===== src/rtl/npc_if.sv =====
// npc_if: groups the next-PC unit's pipeline-facing signals.
//   master modport : pipeline side; drives pc, stall, redirect requests;
//                    receives npc, epc, flush, pending.
//   slave modport  : npc_unit side; the opposite directions.
interface npc_if;
  logic [29:0] pc;
  logic        stall;
  logic        br_taken;
  logic [29:0] br_target;
  logic        jmp;
  logic [29:0] jmp_target;
  logic        exc;
  logic        eret;
  logic [29:0] npc;
  logic [29:0] epc;
  logic        flush;
  logic        pending;

  modport master (
    output pc, stall, br_taken, br_target, jmp, jmp_target, exc, eret,
    input  npc, epc, flush, pending
  );

  modport slave (
    input  pc, stall, br_taken, br_target, jmp, jmp_target, exc, eret,
    output npc, epc, flush, pending
  );
endinterface


===== src/rtl/npc_unit.sv =====
// npc_unit: next-PC generator.
//   Produces the next fetch address npc[31:2] from the current pc.
//   Source priority is exception vector, eret, jump, branch, then sequential.
//   A redirect that arrives while stalled is parked in pend_addr (state HOLD)
//   and applied when the stall drops. An exception is never stalled.
//   The unit also owns the EPC register and raises a one-cycle flush after
//   every redirect that actually reaches npc.
// Ports:
//   clk  - system clock, rising edge
//   rst  - synchronous reset, active high (also forces npc to RESET_ADDR)
//   bus  - npc_if.slave: pc, stall, br_taken/br_target, jmp/jmp_target,
//          exc, eret in; npc (combinational), epc, flush, pending out
module npc_unit #(
  parameter logic [31:0] RESET_ADDR = 32'h0000_3000,
  parameter logic [31:0] EXC_VECTOR = 32'h0000_4180
) (
  input logic   clk,
  input logic   rst,
  npc_if.slave  bus
);

  localparam logic [29:0] RESET_W = RESET_ADDR[31:2];
  localparam logic [29:0] EXC_W   = EXC_VECTOR[31:2];

  typedef enum logic [0:0] {
    RUN  = 1'b0,
    HOLD = 1'b1
  } state_t;

  state_t      state_r, state_s;
  logic [29:0] pend_addr_r, pend_addr_s;
  logic [29:0] epc_r, epc_s;
  logic        flush_r, flush_s;
  logic        redir_s;
  logic [29:0] redir_tgt_s;
  logic [29:0] npc_s;

  // Redirect detection and priority-ordered target selection.
  always_comb begin
    redir_s     = bus.exc | bus.eret | bus.jmp | bus.br_taken;
    redir_tgt_s = bus.pc;
    if (bus.exc) begin
      redir_tgt_s = EXC_W;
    end else if (bus.eret) begin
      redir_tgt_s = epc_r;   // old epc, never the value being written now
    end else if (bus.jmp) begin
      redir_tgt_s = bus.jmp_target;
    end else if (bus.br_taken) begin
      redir_tgt_s = bus.br_target;
    end else begin
      redir_tgt_s = bus.pc;
    end
  end

  // Next-state, next-PC, EPC capture and flush request.
  always_comb begin
    state_s     = state_r;
    pend_addr_s = pend_addr_r;
    epc_s       = epc_r;
    flush_s     = 1'b0;
    npc_s       = bus.pc;
    if (bus.exc) begin
      // Exceptions bypass the stall and discard any parked redirect.
      npc_s   = EXC_W;
      epc_s   = bus.pc;
      flush_s = 1'b1;
      state_s = RUN;
    end else begin
      case (state_r)
        RUN: begin
          if (!bus.stall) begin
            if (redir_s) begin
              npc_s   = redir_tgt_s;
              flush_s = 1'b1;
            end else begin
              npc_s = bus.pc + 30'd1;   // 30-bit wrap is intended
            end
          end else begin
            npc_s = bus.pc;
            if (redir_s) begin
              pend_addr_s = redir_tgt_s;
              state_s     = HOLD;
            end else begin
              pend_addr_s = pend_addr_r;
            end
          end
        end
        HOLD: begin
          if (bus.stall) begin
            npc_s = bus.pc;
            // Newest redirect wins while still stalled.
            if (redir_s) begin
              pend_addr_s = redir_tgt_s;
            end else begin
              pend_addr_s = pend_addr_r;
            end
          end else begin
            // Release: parked target only; same-cycle redirects are ignored.
            npc_s   = pend_addr_r;
            flush_s = 1'b1;
            state_s = RUN;
          end
        end
        default: begin
          npc_s   = bus.pc;
          state_s = RUN;
        end
      endcase
    end
  end

  // Reset forces the fetch address regardless of the selected source.
  always_comb begin
    if (rst) begin
      bus.npc = RESET_W;
    end else begin
      bus.npc = npc_s;
    end
  end

  // State, parked target, EPC and flush registers.
  always_ff @(posedge clk) begin
    if (rst) begin
      state_r     <= RUN;
      pend_addr_r <= 30'd0;
      epc_r       <= RESET_W;
      flush_r     <= 1'b0;
    end else begin
      state_r     <= state_s;
      pend_addr_r <= pend_addr_s;
      epc_r       <= epc_s;
      flush_r     <= flush_s;
    end
  end

  assign bus.epc     = epc_r;
  assign bus.flush   = flush_r;
  assign bus.pending = (state_r == HOLD);

endmodule


===== src/flat_wrapper.sv =====
// flat-port wrapper written by rule: the top's interface ports become plain ports
module npc_unit_flat 
#(
  parameter logic [31:0] RESET_ADDR = 32'h0000_3000,
  parameter logic [31:0] EXC_VECTOR = 32'h0000_4180
)
  (clk, rst, bus_pc, bus_stall, bus_br_taken, bus_br_target, bus_jmp, bus_jmp_target, bus_exc, bus_eret, bus_npc, bus_epc, bus_flush, bus_pending);
  npc_if bus_i ();
  input logic clk;
  input logic rst;
  input wire logic [$bits(bus_i.pc)-1:0] bus_pc;
  input wire logic [$bits(bus_i.stall)-1:0] bus_stall;
  input wire logic [$bits(bus_i.br_taken)-1:0] bus_br_taken;
  input wire logic [$bits(bus_i.br_target)-1:0] bus_br_target;
  input wire logic [$bits(bus_i.jmp)-1:0] bus_jmp;
  input wire logic [$bits(bus_i.jmp_target)-1:0] bus_jmp_target;
  input wire logic [$bits(bus_i.exc)-1:0] bus_exc;
  input wire logic [$bits(bus_i.eret)-1:0] bus_eret;
  output wire logic [$bits(bus_i.npc)-1:0] bus_npc;
  output wire logic [$bits(bus_i.epc)-1:0] bus_epc;
  output wire logic [$bits(bus_i.flush)-1:0] bus_flush;
  output wire logic [$bits(bus_i.pending)-1:0] bus_pending;
  assign bus_i.pc = bus_pc;
  assign bus_i.stall = bus_stall;
  assign bus_i.br_taken = bus_br_taken;
  assign bus_i.br_target = bus_br_target;
  assign bus_i.jmp = bus_jmp;
  assign bus_i.jmp_target = bus_jmp_target;
  assign bus_i.exc = bus_exc;
  assign bus_i.eret = bus_eret;
  assign bus_npc = bus_i.npc;
  assign bus_epc = bus_i.epc;
  assign bus_flush = bus_i.flush;
  assign bus_pending = bus_i.pending;
  npc_unit #(.RESET_ADDR(RESET_ADDR), .EXC_VECTOR(EXC_VECTOR)) u_core (.clk(clk), .rst(rst), .bus(bus_i));
endmodule

===== config.mk =====
export PLATFORM = sky130hd
export DESIGN_NAME = npc_unit_flat
export DESIGN_NICKNAME = d
export VERILOG_FILES = /design/src/rtl/npc_if.sv /design/src/rtl/npc_unit.sv /design/src/flat_wrapper.sv
export SDC_FILE = /design/constraint.sdc
export NUM_CORES = 1
export LEC_CHECK = 0
export ABC_AREA = 1
export BUFFER_PORTS_ARGS = -buffer_cell sky130_fd_sc_hd__buf_2
export CAP_MARGIN = 10
export CORE_ASPECT_RATIO = 2
export CORE_MARGIN = 8
export CORE_UTILIZATION = 40
export CTS_BUF_LIST = sky130_fd_sc_hd__clkbuf_2
export CTS_CLUSTER_DIAMETER = 60
export DETAILED_ROUTE_END_ITERATION = 12
export MAX_ROUTING_LAYER = met4
export PLACE_DENSITY = 0.66
export SYNTH_ARGS = -nofsm -noshare
export SYNTH_HDL_FRONTEND = slang
export SYNTH_SLANG_ARGS = --single-unit

===== constraint.sdc =====
create_clock -name clk -period 2.02 [get_ports clk]
set_input_delay 0.101 -clock clk [delete_from_list [all_inputs] [get_ports clk]]
set_output_delay 0.101 -clock clk [all_outputs]
set_load 0.01 [all_outputs]

Yosys cells after proc, flatten, opt, wreduce, memory -nomap -nowiden --
Cells that the tools add are included.
Operators by class: reductions and logical operators 2, bitwise gates (word level) 5, add/subtract/negate cells 1, muxes and demuxes 19
Operator list (count):
- $mux 30 | 10
- $pmux 30 s2 | 1
- $add 30x1->30 const B | 1
- $mux 1 | 6
- $pmux 1 s2 | 2
- $or 1x1->1 | 3
- $reduce_and 3->1 | 1
- $not 1->1 | 2
- $reduce_or 2->1 | 1
Word-level totals: input port bits 97, logic and storage cells 31, output and inout bits 62, register bits 62

Longest topological paths before layout --
Gate-level depths: netlist of run 1.
depth after elaboration 8, depth in mapped cells 10, mapped depth without buffers 10

Least setup slack after synthesis of run 1 --
Ideal clock, no wire load.
path kind reg-to-output, from register u_core.state_r (netlist: u_core.bus.pending), to output bus_npc[2], data required time 1919 ps, slack 632 ps, cell stages (with the launch flop) 8, buffers on the path 1, arrival time 1287 ps, path through dfxtp_1 -> inv_1 -> nor2_2 -> inv_1 -> clkbuf_1 -> o22ai_1 -> a21oi_1 -> nor2_1
Between the ends: longest elaborated chain between the ends 4
RTL lines:
- start: declaration | RTL line npc_unit.sv:30 | state_t state_r, state_s;
- start signal: assignment | RTL line npc_unit.sv:129 | state_r <= state_s;
- $not 1->1 | RTL line npc_unit.sv:69 | case (state_r)
- $pmux 30 s2 * | RTL line npc_unit.sv:69
- $mux 30 * | RTL line npc_unit.sv:62 | if (bus.exc) begin
- $mux 30 * | RTL line npc_unit.sv:114 | if (rst) begin
- end: declaration | RTL line flat_wrapper.sv:19 | output wire logic [$bits(bus_i.npc)-1:0] bus_npc;
Every way passes the cells marked *; elsewhere a longest branch is shown, timed or not.

Worst setup path after layout of run 1 --
from register u_core.state_r (netlist: u_core.bus.pending), to output bus_npc[0]
Same word-level chain as after synthesis.

==> impl_metrics.toml, run 1 <==
[status]
outcome = "finished, final reports clean"

[synth]
synthFlopType = "dfxtp_1"
synth_top_family_by_area = "simple AND/OR/NAND/NOR gates"
netlist_area_um2 = 4690
yosys_register_bits = 62
synth_edf_count = 0
avgSynthCellArea_um2 = 5.98
synth-xor-area-share_pct = 0.187
syn_nets = 883
synthMuxAreaShare_pct = 0
synth.distinct_cells = 36
yosysSeqAreaShare_pct = 26.4
synthCells = 785
synth_compound_area_share_pct = 30.7
synthArstFlopShare_pct = 0
synth_fa_ha_area_share_pct = 0.267
synth-simple-area-share_pct = 31.2
synth_warnings = 0

[floorplan]
die-area_um2 = 15700
start_util_pct = 40.6
chipWidth_um = 92.6
ios = 159
fp-row-count = 56
die_y_um = 169
coreArea_um2 = 11600

[pwr]
pwr-share-comb_pct = 31.2
power.share.switching_pct = 36.0
power.internal_uw = 2180
p_seq_share_pct = 40.2
vdd_drop_max_uv = 350
cellPowerDensity_nw_per_um2 = 519
p_sw_uw = 1220
leakage_uw = 0.00307
pwr-share-clk_pct = 28.6
power_uw = 3400

[critical_path]
critical_path_arrival_ps = 1870
slowest_stage = "dfxtp_2"
start_kind = "flop"
cp_data_required_time_ps = 1920
cp-end-kind = "output port"
path_max_fanout = 13
cp_slowest_stage_delay_ps = 410
critical_path_class = "flop to output port"
path_cells = "inv_1, nor2_2, inv_1, buf_4, o22ai_1, inv_1, a21oi_1, buf_2"
crit_top_cell = "inv_1"
ff2ff_setup_slack_ps = 500

[final_layout]
final_util_pct = 56.6
n_antenna_cell = 0
layout.nets = 1099
drive_gt1_share_pct = 24.5
syn_to_final_growth_pct = 39.5
n_fill_cell = 1226

[timing]
relSlewSlack_pct = 60.8
fin_crit_ps = 1970
post-route-period-util_pct = 97.7
setup_tns_ps = 0
clock.fmax_ghz = 0.507
worstMarginPinSlew_ps = 586
skew_ps = 26.5
drv_slew = 0
final_hold_viol_count = 0
grt_setup_unrepaired = "yes"
setup_viol = 0

[place]
dp_hpwl_um = 14800
gp_congestion = 1.01
io_buffers = 158

[cts]
clock_path_buffers = 2
path_clk_slew_ps = 210
clock_sinks = 62
ctsRootBufferMaster = "clkbuf_2"
insertion_delay_ps = 560
numCtsBuffers = 9
cts_tree = "yes"
cts_max_level = 3

[min_path]
hold_path.class = "primary input to flop"

[global_routing]
first_global_vias = 6202
grt_max_degree = 58
track_usage_pct = 26.6
grt_overflow = 0
grt_pass1_wl_um = 32400
antenna_found_initial = 0

[routing]
drtIter0Drc = 450
viasPerCell = 5.54
firstDrtPassIters = 5
via_count = 6372
wl_um = 20500
wl_per_cell_um = 17.8
detail-route-antenna-nets = 0
drc = 0

[flow_run]
maxCapViolCount = 0
## area by class of cell
type / instances / area (µm²) / share of cell area (%)
clock buffer: 9 / 45.0 / 0.688
clock inverter: 7 / 97.6 / 1.49
inverter: 74 / 280 / 4.28
multi-input combinational: 601 / 2970 / 45.4
sequential: 62 / 1240 / 19.0
tap: 145 / 181 / 2.77
timing repair buffer: 253 / 1730 / 26.4
## power groups by stage
stage	Clock, µW	Sequential (µW)	Combinational, µW
6_report	971	1370	1060
5_1_grt	1030	1380	1160
4_1_cts	976	1360	1040
2_1_floorplan	0	1400	525
3_3_place_gp	0	1390	897
3_5_place_dp	0	1390	904
## synth_stat cells (10+ instances only)
master	n	area [µm²]
nor2_1	90	338
nand2_1	183	687
inv_2	10	37.5
dfxtp_1	62	1240
inv_1	64	240
a21oi_1	68	340
o221ai_1	19	166
o22ai_1	23	144
nor2_2	10	62.6
clkbuf_1	22	82.6
o21ai_1	37	185
o21ai_0	60	300
buf_2	14	70.1
nand3_1	51	255
## kinds of logic after synthesis
kind of cell / after synthesis
buffers and inverters: 122
AO/OA/AOI/OAI: 247
XOR/XNOR: 1
flip-flops: 62
adder cells (fa/ha/maj): 1
AND/OR/NAND/NOR: 352
## worst paths after layout
| check | startpoint | endpoint | cells past startpoint |
|---|---|---|---|
| hold / removal | bus_br_target[8] | u_core.pend_addr_r[8] | 5 |
| setup / recovery | u_core.bus.pending | bus_npc[0] | 8 |
| setup reg to reg | u_core.bus.epc[24] | u_core.pend_addr_r[24] | 5 |
| hold reg to reg | u_core.pend_addr_r[0] | u_core.pend_addr_r[0] | 2 |
## registers in the layout, summed over array words and instances (netlist names)
register / cells
u_core.bus.flush: 1
u_core.bus.epc: 30
u_core.bus.pending: 1
u_core.pend_addr_r: 30
## critical path, delay by kind of cell (launching register included)
family,cells,cell delay (ps)
flops,1,410
compound gates,2,290
buf+inv,5,530
simple gates,1,100
## per-layer routing
layer	GRT usage, %	wire length [µm]	vias up
met5	-	0	-
met4	11.4	724	0
met3	4.65	1470	46
met2	44.0	9980	306
met1	30.7	8320	2918
li1	-	-	3102
## timing repair
item                                    4_1_cts  5_1_grt
hold buffers                                 74        0
hold endpoints to repair                     60        0
resized for setup                             0       18
buffers inserted                              0        1
endpoints found under the setup margin        0       19
## metrics by stage
step	area, µm²	worst slack (ps)	hold WS, ps	instances
2_1_floorplan	4690	632	227	785
3_3_place_gp	5610	199	412	1060
3_5_place_dp	5610	167	424	1060
4_1_cts	6490	25.0	0.0331	1150
5_1_grt	6550	-31.9	20.3	1151
6_report	6550	46.6	11.3	1151
## cell usage in the layout (no fill, tap or decap), types with 2 or more instances in the layout
master / Yosys / routed
o22ai_1: 23 / 23
dfxtp_2: 0 / 3
nor2_1: 90 / 82
nand2_2: 3 / 4
nand2_1: 183 / 182
bufinv_16: 0 / 2
a211oi_1: 3 / 3
buf_2: 14 / 158
o21ai_1: 37 / 37
a21oi_1: 68 / 65
dfxtp_1: 62 / 59
buf_12: 0 / 3
buf_4: 7 / 18
a22oi_1: 4 / 4
a21oi_2: 8 / 11
and2_1: 2 / 2
a221oi_1: 3 / 3
clkbuf_2: 0 / 9
nor2_4: 1 / 3
o221ai_1: 19 / 19
dlygate4sd3_1: 0 / 74
nand3_1: 51 / 51
nor2_2: 10 / 16
a31oi_1: 9 / 9
o211ai_1: 7 / 7
o21ai_0: 60 / 60
inv_2: 10 / 9
nand4_1: 8 / 8
a21boi_0: 3 / 3
inv_1: 64 / 64
clkinvlp_4: 0 / 2
or2_2: 2 / 2
No activity file was read; power rests on OpenSTA's default activity.
==> run 2, diff against run 1 <==
==> constraint.sdc (replaced) <==
create_clock -name clk -period 2.4 [get_ports clk]
set_input_delay 0.12 -clock clk [delete_from_list [all_inputs] [get_ports clk]]
set_output_delay 0.12 -clock clk [all_outputs]
set_load 0.01 [all_outputs]
==> run 2 against run 1 <==
  * Clock power down 34%
  * Via count down 4.6%
  * Routed wire length decreased by 5.0%
  * Count of clock-buffer cells in the layout grew 1
  * Global-route usage down 1.2 points
  * Clock skew shrank 16 ps
  * Flip-flop and latch count did not move
  * Core utilization fell by 2.8 points
  * Sequential share of layout area increased by 0.93 points
==> impl_metrics.toml, run 2 (synthesized netlist as in run 1, its figures left out) <==
[pwr]
leakage_uw = 0.00293
pwr-share-clk_pct = 24.6
p_seq_share_pct = 43.7
vdd_drop_max_uv = 261
pwr-share-comb_pct = 31.7
power.share.switching_pct = 36.2
power.internal_uw = 1670
cellPowerDensity_nw_per_um2 = 421
p_sw_uw = 948

[floorplan]
die_y_um = 169
chipWidth_um = 92.6
die-area_um2 = 15700
start_util_pct = 40.6
ios = 159
fp-row-count = 56
coreArea_um2 = 11600

[critical_path]
path_max_fanout = 24
cp_slowest_stage_delay_ps = 430
cp_data_required_time_ps = 2280
path_cells = "inv_1, nor2_2, clkinvlp_4, o22ai_1, inv_1, a21oi_1, buf_2"
cp_num_buf_inv = 4
slowest_stage = "clkinvlp_4"
critPathTopFamily = "buffers and inverters"
start_kind = "flop"
cp-end-kind = "output port"
critical_path_arrival_ps = 2180
crit_top_cell = "inv_1"
critical_path_class = "flop to output port"

[cts]
cts_tree = "yes"
insertion_delay_ps = 510
clock_sinks = 62
numCtsBuffers = 9
cts_max_level = 3
ctsRootBufferMaster = "clkbuf_2"
clock_path_buffers = 2
path_clk_slew_ps = 190
post_cts_buffers = 0

[place]
gp_congestion = 0.963
io_buffers = 158
place_area_um2 = 5530
dp.cells = 1055
dp_hpwl_um = 14600

[global_routing]
antenna_found_initial = 1
grt_pass1_wl_um = 31000
track_usage_pct = 25.4
first_global_vias = 5971
grt_max_degree = 64
grt_overflow = 0

[timing]
grt_setup_unrepaired = "yes"
setup_tns_ps = 0
worstMarginPinSlew_ps = 637
clock.fmax_ghz = 0.436
skew_ps = 10.2
final_hold_viol_count = 0
relSlewSlack_pct = 57.6
post-route-period-util_pct = 95.7
setup_viol = 0
drv_slew = 0
fin_crit_ps = 2300

[final_layout]
mostFrequentLayoutCell = "nand2_1"
drive_gt1_share_pct = 23.2
fin_cells = 1128
final_area_um2 = 6230
layout_common_cells = "nand2_1, buf_2, nor2_1, a21oi_1, inv_1"
n_fill_cell = 1234
layout.nets = 1075
final_util_pct = 53.9
syn_to_final_growth_pct = 32.7

[status]
outcome = "finished, final reports clean"

[routing]
drtIter0Drc = 455
firstDrtPassIters = 8
wl_um = 19500
via_count = 6077
viasPerCell = 5.39
wl_per_cell_um = 17.3
detail-route-antenna-nets = 0
drc = 0

[flow_run]
maxCapViolCount = 0

[min_path]
hold_path.class = "primary input to flop"
run 2: cell count changes in the layout (fill, tap and decap cells not counted), moves of 2 or more:
cell,previous run,this run
diode_2,0,2
buf_12,3,0
buf_4,18,15
dlygate4sd3_1,74,56
a21oi_2,11,8
nor2_2,16,9
dfxtp_1,59,61
nor2_1,82,88
a21oi_1,65,68
dfxtp_2,3,1
run 2: worst reg2reg max path, delay by kind of cell (launching register included):
family,cells,cell delay (ps)
flip-flops,1,360
AND/OR/NAND/NOR,1,50
AO/OA/AOI/OAI,2,440
buffers and inverters,1,570
run 2: what timing repair did:
item / in CTS / in global routing
pin swaps: 1 / 1
endpoints found under the hold margin: 52 / 0
hold buffers: 56 / 0
endpoints found under the setup margin: 1 / 15
resized for setup: 1 / 8
run 2: final cells by class:
type                            count  area [µm²]  area share, %
Timing Repair Buffer              229        1460           23.5
Clock inverter                      5        51.3          0.824
Clock buffer                       10        50.0          0.804
Sequential cell                    62        1240           19.9
Inverter                           74         284           4.56
Tap cell                          145         181           2.91
Multi-Input combinational cell    601        2950           47.4
Antenna cell                        2        5.00         0.0804
run 2: path summary, 6_finish.rpt:
check / startpoint / depth (start not counted) / endpoint / slack, ps
min: bus_jmp_target[24] / 5 / u_core.pend_addr_r[24] / 40
max: u_core.bus.pending / 7 / bus_npc[0] / 100
max reg2reg: u_core.bus.epc[3] / 4 / u_core.pend_addr_r[3] / 900
min reg2reg: u_core.pend_addr_r[0] / 2 / u_core.pend_addr_r[0] / 480
run 2: per-stage QoR:
step	setup WS (ps)	hold slack (ps)	power [µW]
finish	104	42.3	2620
detailed placement	484	448	1910
global route	-111	28.2	2770
global placement	508	439	1910
CTS	4.07	1.20	2630
floorplan	993	246	1620
run 2: power groups by stage:
stage / Combinational (µW) / Sequential (µW) / Clock (µW)
3_3_place_gp: 741 / 1170 / 0
3_5_place_dp: 746 / 1170 / 0
5_1_grt: 922 / 1160 / 696
2_1_floorplan: 442 / 1180 / 0
4_1_cts: 824 / 1140 / 665
6_report: 830 / 1150 / 644
run 2: layer usage:
metal	share of wire, %	vias to the layer above	global-route usage, %
li1	-	3058	-
met1	41	2716	29.0
met2	49	259	42.1
met3	6.7	44	5.01
met4	3.0	0	10.5
met5	0	-	-
